## src/rtl/regfile_write_arbiter.sv

```systemverilog
// Write-port arbiter for the 32x32 register file: ALU has default priority, memory
// writes use valid/ready and are forced through after STARVE_LIMIT blocked cycles.
module regfile_write_arbiter #(
    parameter int unsigned STARVE_LIMIT = 4
) (
    input  logic        clock,
    input  logic        reset,
    input  logic        alu_wb_valid,
    input  logic [4:0]  alu_wb_reg,
    input  logic [31:0] alu_wb_data,
    output logic        alu_stall,
    input  logic        mem_wb_valid,
    input  logic [4:0]  mem_wb_reg,
    input  logic [31:0] mem_wb_data,
    output logic        mem_wb_ready,
    output logic        reg_write,
    output logic [4:0]  reg_to_write,
    output logic [31:0] write_data
);

    typedef enum logic {NORMAL, FORCE} state_t;

    localparam logic [7:0] LIMIT_M1 = 8'(STARVE_LIMIT - 1);

    state_t     state, state_next;
    logic [7:0] starve_cnt, starve_next;
    logic       collision;
    logic       alu_accept;
    logic       mem_accept;
    logic       mem_blocked;

    // The load is older than the ALU result, so a same-register clash must let memory go first.
    assign collision = alu_wb_valid && mem_wb_valid
                    && (mem_wb_reg == alu_wb_reg) && (alu_wb_reg != 5'd0);

    // NOTE: sequential state uses non-blocking assignments so every flop samples pre-edge values.
    always_ff @(posedge clock or posedge reset) begin
        if (reset) begin
            state      <= NORMAL;
            starve_cnt <= 8'd0;
        end else begin
            state      <= state_next;
            starve_cnt <= starve_next;
        end
    end

    // NOTE: every combinational output gets a default first so no path can infer a latch.
    always_comb begin
        state_next  = state;
        starve_next = starve_cnt;
        case (state)
            NORMAL: begin
                if (mem_blocked) begin
                    if (starve_cnt == LIMIT_M1) begin
                        state_next  = FORCE;
                        starve_next = 8'd0;
                    end else begin
                        starve_next = starve_cnt + 8'd1;
                    end
                end else begin
                    starve_next = 8'd0;
                end
            end
            FORCE: begin
                // Either the forced grant completes or memory dropped its request; both end FORCE.
                state_next  = NORMAL;
                starve_next = 8'd0;
            end
            default: begin
                state_next  = NORMAL;
                starve_next = 8'd0;
            end
        endcase
    end

    always_comb begin
        alu_stall    = 1'b0;
        mem_wb_ready = 1'b0;
        if (!reset) begin
            case (state)
                NORMAL: begin
                    if (collision) begin
                        mem_wb_ready = 1'b1;
                        alu_stall    = 1'b1;
                    end else if (!alu_wb_valid) begin
                        mem_wb_ready = mem_wb_valid;
                    end
                end
                FORCE: begin
                    mem_wb_ready = 1'b1;
                    alu_stall    = alu_wb_valid && mem_wb_valid;
                end
                default: begin
                    alu_stall    = 1'b0;
                    mem_wb_ready = 1'b0;
                end
            endcase
        end
    end

    assign mem_accept  = mem_wb_valid && mem_wb_ready;
    assign alu_accept  = alu_wb_valid && !alu_stall && !reset;
    assign mem_blocked = mem_wb_valid && !mem_wb_ready;

    // Memory and ALU acceptance are mutually exclusive; the mux keeps a single source per write.
    always_ff @(posedge clock or posedge reset) begin
        if (reset) begin
            reg_write    <= 1'b0;
            reg_to_write <= 5'd0;
            write_data   <= 32'd0;
        end else if (mem_accept) begin
            reg_write    <= (mem_wb_reg != 5'd0);
            reg_to_write <= mem_wb_reg;
            write_data   <= mem_wb_data;
        end else if (alu_accept) begin
            reg_write    <= (alu_wb_reg != 5'd0);
            reg_to_write <= alu_wb_reg;
            write_data   <= alu_wb_data;
        end else begin
            reg_write    <= 1'b0;
        end
    end

endmodule

```

## config.mk

```make
export PLATFORM = sky130hd
export DESIGN_NAME = regfile_write_arbiter
export DESIGN_NICKNAME = d
export VERILOG_FILES = /design/src/rtl/regfile_write_arbiter.sv
export SDC_FILE = /design/constraint.sdc
export NUM_CORES = 1
export LEC_CHECK = 0
export ABC_AREA = 0
export BUFFER_PORTS_ARGS = -buffer_cell sky130_fd_sc_hd__buf_2
export CAP_MARGIN = 20
export CORE_MARGIN = 1
export CORE_UTILIZATION = 40
export DETAILED_ROUTE_END_ITERATION = 12
export MAX_ROUTING_LAYER = met4
export PLACE_DENSITY_LB_ADDON = 0.15
export RECOVER_POWER = 100
export SYNTH_ARGS = -nofsm -noshare
export SYNTH_HDL_FRONTEND = slang
export SYNTH_SLANG_ARGS = --single-unit
```

## constraint.sdc

```tcl
create_clock -name clock -period 1.4 [get_ports clock]
set_input_delay 0.14 -clock clock [delete_from_list [all_inputs] [get_ports clock]]
set_output_delay 0.14 -clock clock [all_outputs]
set_load 0.02 [all_outputs]
```

==> metrics.csv, run 1 <==
stage,metric,value,unit
setup_path,cp_cell_sequence,buf_8 -> xor2_2 -> a211oi_2 -> buf_4 -> nand3b_1 -> a21oi_2 -> buf_4,
cells_and_area,layout-drive-gt1-share,42.7,%
route,wl_met3,387,um
global_routing,grt_pass1_vias,2131,
setup_path,cp_max_fo,3,
sta,finalSetupViolCount,6,
pwr,power-per-cell-area,1020,nW/um^2
setup_path,cpMostUsedCell,buf_4,
floorplanning,ioPinCount,118,
sta,layout_setup_ws,-0.0348,ns
sta,maxSlewViolCount,0,
synthesis,synth_cells,206,
cells_and_area,final_cell_mix,"buf_2, dfrtp_1, clkbuf_1",
route,wl_per_cell,15.6,um
clock_network,clk_pin_slew,0.08,ns
pwr,p_leak,0.00156,uW
clock_network,cts_tree,done,
floorplanning,die_h,78.3,um
floorplanning,core-area,5540,um^2
pwr,combPwrFrac,29.0,%
pwr,ir_drop,0.000688,V
global_routing,grt_max_degree,39,
cells_and_area,final_nets,428,
synthesis,ys_top_cells_by_area,"dfrtp_1, nand2b_1, o221a_2",
cells_and_area,fillers,496,
route,drt-total-wl,6570,um
floorplanning,die-area,6130,um^2
cells_and_area,final_common_cell,buf_2,
place,dpl.cell_count,408,
setup_path,slowest_delay,0.32,ns
pwr,clockPowerShare,26.9,%
synthesis,syn_nets,285,
sta,relSlewSlack,36.8,%
outcome,violations,negative setup slack,
synthesis,netlist_area,2330,um^2
route,drc,0,
route,vias,2164,
cells_and_area,n_antenna_cell,0,
synthesis,yosys.area.top_type,dfrtp_1,
route,vias_per_cell,5.14,
setup_path,required,1.26,ns
cells_and_area,synthToLayoutAreaGrowth,52.0,%
setup_path,end_kind,output port,
global_routing,grt_usage,21.7,%
hold_path,whs_endpoint,write_data[6]$_DFFE_PP0P_,
flow_run,maxCapViolCount,0,
outcome,status,"finished, violations left",
route,first_pass_iters,4,
route,ant_nets,0,
route,first_iter_violations,100,
place,portBuffers,117,
global_routing,grt-ovfl-total,0,
pwr,sw_frac_of_total,30.1,%
synthesis,avgSynthCellArea,11.3,um^2
setup_path,crit_type,in -> out,
sta,tightest_slew,0.947,ns
place,postPlaceCellArea,3170,um^2
pwr,intPower,2530,uW
route,wl_met2,3040,um
pwr,seqPwrFrac,44.1,%
sta,grt_setup_unrepaired,yes,
synthesis,synth_seq_cells,47,
hold_path,hold_depth,2,
clock_network,cts_max_level,2,
route,top_layer,met4,
sta,period_needed,1.43,ns
clock_network,worstSkewPairLatency,0.30,ns
cells_and_area,final_cell_area,3540,um^2
synthesis,synthDistinctLibCells,30,
place,dp_hpwl,4440,um
setup_path,rr_worst_depth,5,
global_routing,antenna_found_initial,0,
synthesis,ys_seq_area_share,50.5,%
setup_path,timing.rr.start,state$_DFF_PP0_,
floorplanning,rows,27,
cells_and_area,final_core_util,63.8,%
setup_path,cp.arrival,1.29,ns
cells_and_area,instances_no_fill,421,
setup_path,r2r_slack,0,ns
route,wirelength_met1,3030,um
sta,max_freq,0.697,GHz
sta,finalCritPeriodShare,102,%
clock_network,cts.sinks,47,
synthesis,yosys_warnings,0,
hold_path,hp-class,in -> reg,
setup_path,r2r_end,write_data[22]$_DFFE_PP0P_,
setup_path,cp-start-kind,input port,
clock_network,clockRootBuffer,clkbuf_8,
place,routabilityCongestion,0.807,
synthesis,synthDominantCellAreaShare,50.5,%
floorplanning,start_util,42.0,%
sta,hold_viol,0,
global_routing,grt_pass1_wl,10100,um
clock_network,cts_buffers,5,
setup_path,critPathSlowestCell,a211oi_2,
floorplanning,die_w,78.3,um
pwr,p_sw,1090,uW
sta,finalClockSkew,0.0111,ns
hold_path,worstHoldStart,alu_wb_data[6],
clock_network,cts_max_path_buffers,2,
worst max-delay path: cells and delay by family:
kind / cells / cell delay, ns
XOR/XNOR: 1 / 0.16
buffers and inverters: 3 / 0.42
AO/OA/AOI/OAI: 2 / 0.47
AND/OR/NAND/NOR: 1 / 0.09
power groups by stage:
stage / Clock, uW / Combinational, uW / Sequential (uW)
detailed placement: 0 / 972 / 1610
finish: 973 / 1050 / 1590
global placement: 0 / 958 / 1610
floorplan: 0 / 395 / 1790
CTS: 1000 / 987 / 1590
global route: 1060 / 1130 / 1610
synth_stat cells (all sizes together):
master  number
inv          2
and3         2
o21ai        7
mux2         1
a211oi       1
clkbuf       4
nand2b      35
a21boi       1
a21oi        5
o221a       32
xor2        11
nor3b        1
buf          8
dfrtp       47
a31o         5
nand2       14
nand3b       1
nor2        15
ha           1
nor4         3
nand3        7
nor3         2
o211ai       1
layout make-up:
type | instances | area, um^2 | share of cell area (%)
clock inverters | 2 | 37.5 | 1.06
well taps | 72 | 90.1 | 2.55
multi-input cells | 145 | 1260 | 35.6
inverters | 2 | 8.76 | 0.248
flip-flops and latches | 47 | 1180 | 33.3
repair buffers | 148 | 898 | 25.4
clock buffers | 5 | 68.8 | 1.95
state kept, by name, indices dropped and copies added (netlist names):
name and cells:
reg_write 1, starve_cnt 8, reg_to_write 5, write_data 32
state 1
timing repair:
action	4_1_cts	5_1_grt
pin swaps	5	4
resized for setup	6	28
setup buffers	1	0
endpoints found under the setup margin	2	35
endpoints found under the hold margin	4	0
hold buffers	2	0
cloned	0	3
routing by layer:
| layer | GRT usage (%) | up-vias |
|---|---|---|
| met5 | - | - |
| met4 | 7.41 | 0 |
| met3 | 4.53 | 10 |
| met2 | 34.4 | 77 |
| met1 | 27.6 | 1031 |
| li1 | - | 1046 |
kinds of logic (layout without fill, tap and decap cells):
| family | Yosys count | after routing | share of synthesized area [%] |
|---|---|---|---|
| and+or+nand+nor | 80 | 80 | 19.0 |
| AOI/OAI and AO/OA | 52 | 52 | 21.5 |
| DFF | 47 | 47 | 50.5 |
| muxes | 1 | 1 | 0.484 |
| buffers and inverters | 14 | 157 | 3.82 |
| xor gates and xnor gates | 11 | 11 | 4.14 |
| adders and majority gates | 1 | 1 | 0.538 |
how the worst max path moves through the flow:
stage / from / cells after the start / to / slack [ns]
finish: mem_wb_reg[4] / 7 / alu_stall / -0.03
global route: mem_wb_reg[4] / 7 / alu_stall / -0.11
CTS: alu_wb_reg[1] / 7 / alu_stall / 0.003
detailed placement: alu_wb_reg[0] / 7 / write_data[11]$_DFFE_PP0P_ / -0.27
global placement: mem_wb_reg[3] / 7 / write_data[16]$_DFFE_PP0P_ / -0.22
floorplan: reset / 7 / reg_write$_DFF_PP0_ / -0.50
stage by stage:
step | setup WS [ns] | hold WS (ns) | setup TNS, ns | total power [uW]
floorplan | -0.498 | 0.291 | -13.51 | 2190
global placement | -0.222 | 0.131 | -9.10 | 2570
detailed placement | -0.266 | 0.137 | -10.47 | 2580
CTS | 0.00283 | 0.0894 | 0 | 3570
global route | -0.114 | 0.0825 | -1.55 | 3800
finish | -0.0348 | 0.0974 | -0.0790 | 3610
Power figures use the tool's default switching activity.
==> inputs of run 2 (changes only) <==
--- a/config.mk
+++ b/config.mk
@@ -9,11 +9,12 @@
 export BUFFER_PORTS_ARGS = -buffer_cell sky130_fd_sc_hd__buf_2
 export CAP_MARGIN = 20
 export CORE_MARGIN = 1
-export CORE_UTILIZATION = 40
+export CORE_UTILIZATION = 41
 export DETAILED_ROUTE_END_ITERATION = 12
 export MAX_ROUTING_LAYER = met4
 export PLACE_DENSITY_LB_ADDON = 0.15
 export RECOVER_POWER = 100
+export SETUP_SLACK_MARGIN = 0.1
 export SYNTH_ARGS = -nofsm -noshare
 export SYNTH_HDL_FRONTEND = slang
 export SYNTH_SLANG_ARGS = --single-unit
==> run 2 against run 1 <==
Net effect: the flow still finishes with violations (negative setup slack); register-to-register slack is essentially flat; design area shrank 5.4%; combinational power shrank 8%; first-iteration DRC count grew 16%; critical path depth shrank 4; sequential share of layout area grew 1.9 points; largest power group unchanged; highest routed layer unchanged.
==> metrics.csv, run 2 (synthesis gave the netlist of run 1 again) <==
stage,metric,value,unit
floorplanning,rows,27,
global_routing,grt_pass1_vias,2195,
floorplanning,start_util,42.5,%
flow_run,maxCapViolCount,0,
global_routing,grt-ovfl-total,0,
clock_network,clk_pin_slew,0.09,ns
cells_and_area,final_nets,427,
sta,tightest_slew,1.10,ns
cells_and_area,final_cell_area,3350,um^2
setup_path,crit_type,reg -> out,
pwr,clockPowerShare,27.0,%
setup_path,r2r_end,write_data[11]$_DFFE_PP0P_,
cells_and_area,layout-drive-gt1-share,43.1,%
setup_path,cp_max_fo,6,
setup_path,cp-start-kind,flop,
pwr,power-per-cell-area,1050,nW/um^2
sta,max_freq,0.711,GHz
cells_and_area,largest_reg_flops,32,
clock_network,cts_max_level,2,
route,vias,2201,
route,first_iter_violations,116,
floorplanning,die_h,77.3,um
clock_network,clockRootBuffer,clkbuf_8,
pwr,intPower,2470,uW
sta,relSlewSlack,26.5,%
cells_and_area,top_regs,"write_data x32, starve_cnt x8, reg_to_write x5",
hold_path,whs_endpoint,write_data[1]$_DFFE_PP0P_,
pwr,p_leak,0.00150,uW
global_routing,grt_usage,21.2,%
pwr,seqPwrFrac,45.5,%
place,portBuffers,117,
clock_network,worstSkewPairLatency,0.29,ns
place,dp_hpwl,4460,um
pwr,ir_drop,0.000582,V
setup_path,required,1.26,ns
setup_path,rr_worst_depth,4,
route,drt-total-wl,6100,um
pwr,power,3500,uW
cells_and_area,instances_no_fill,420,
hold_path,hp-class,in -> reg,
pwr,sw_frac_of_total,29.4,%
sta,finalSetupViolCount,1,
place,postPlaceCellArea,3190,um^2
floorplanning,die_w,77.3,um
sta,grt_setup_unrepaired,yes,
sta,finalClockSkew,0.0105,ns
setup_path,end_kind,output port,
pwr,combPwrFrac,27.5,%
route,drc,0,
cells_and_area,top_register,write_data,
setup_path,cp_cell_sequence,a21oi_1 -> a21oi_1 -> buf_2,
route,first_pass_iters,4,
clock_network,cts_buffers,5,
hold_path,worstHoldStart,alu_wb_data[1],
clock_network,cts.sinks,47,
route,wl_per_cell,14.5,um
floorplanning,die-area,5980,um^2
sta,period_needed,1.41,ns
sta,maxSlewViolCount,0,
cells_and_area,n_antenna_cell,0,
place,dpl.cell_count,409,
cells_and_area,synthToLayoutAreaGrowth,43.8,%
hold_path,hold_depth,2,
place,place_ws,-0.235,ns
outcome,violations,negative setup slack,
sta,layout_setup_ws,-0.00613,ns
clock_network,cts_max_path_buffers,2,
floorplanning,core-area,5470,um^2
sta,hold_viol,0,
clock_network,cts_tree,done,
setup_path,r2r_slack,0.01,ns
pwr,p_sw,1030,uW
route,vias_per_cell,5.24,
floorplanning,ioPinCount,118,
global_routing,grt_pass1_wl,9780,um
sta,finalCritPeriodShare,100,%
place,routabilityCongestion,0.785,
setup_path,cpMostUsedCell,a21oi_1,
cells_and_area,final_common_cell,buf_2,
setup_path,cp.arrival,1.27,ns
global_routing,grt_max_degree,46,
global_routing,antenna_found_initial,0,
setup_path,slowest_delay,0.45,ns
cells_and_area,final_cell_mix,"buf_2, dfrtp_1, clkbuf_1",
setup_path,timing.rr.start,state$_DFF_PP0_,
route,ant_nets,0,
outcome,status,"finished, violations left",
setup_path,critPathSlowestCell,dfrtp_2,
-- run 2: final cells by class --
class                      count  area, um^2
clock buffer                   6        72.6
timing repair buffer         147         848
tap                           72        90.1
inverter                       2        8.76
fill                         484        2130
sequential                    47        1180
multi-input combinational    145        1120
clock inverter                 1        30.0
-- run 2: how the worst max path moves through the flow --
stage	depth (start not counted)	slack [ns]	to	startpoint
floorplan	7	-0.50	reg_write$_DFF_PP0_	reset
global placement	8	-0.21	write_data[17]$_DFFE_PP0P_	alu_wb_reg[0]
detailed placement	7	-0.23	write_data[5]$_DFFE_PP0P_	mem_wb_reg[3]
CTS	7	0.03	alu_stall	alu_wb_reg[1]
global route	7	-0.07	alu_stall	alu_wb_reg[1]
finish	3	-0.006	mem_wb_ready	state$_DFF_PP0_
-- run 2: per-layer routing --
layer / track usage, % / part of all wire [%] / vias up
li1: - / - / 1041
met1: 25.2 / 43 / 1072
met2: 36.3 / 49 / 82
met3: 4.47 / 6.5 / 6
met4: 6.23 / 1.0 / 0
met5: - / 0 / -
-- run 2: worst max-delay path, delay by kind of cell, from the launching register on --
kind            cells  cell delay [ns]
flops               1             0.45
compound gates      2             0.36
buf+inv             1             0.17
-- run 2: per-stage QoR --
step	hold slack (ns)	utilization [%]	TNS, ns
final	0.105	61.1	-0.00613
after global routing	0.0924	61.1	-0.548
after CTS	0.0973	61.9	0
after detailed placement	0.0903	58.4	-9.20
after global placement	0.0940	58.4	-8.52
after floorplan	0.291	-	-13.51
-- run 2: power by group through the flow --
stage          Clock [uW]  Combinational (uW)  Sequential [uW]
2_1_floorplan           0                 395             1790
3_5_place_dp            0                 985             1610
3_3_place_gp            0                 972             1610
5_1_grt              1030                1040             1610
6_report              945                 961             1590
4_1_cts               983                1010             1590
-- run 2: repair_timing --
item                                   CTS  global route
resized for setup                       13             4
hold buffers                             1             0
pin swaps                                6             0
setup buffers                            2             0
endpoints found under the hold margin    2             0
setup endpoints to repair               40            42
cloned                                   0             1
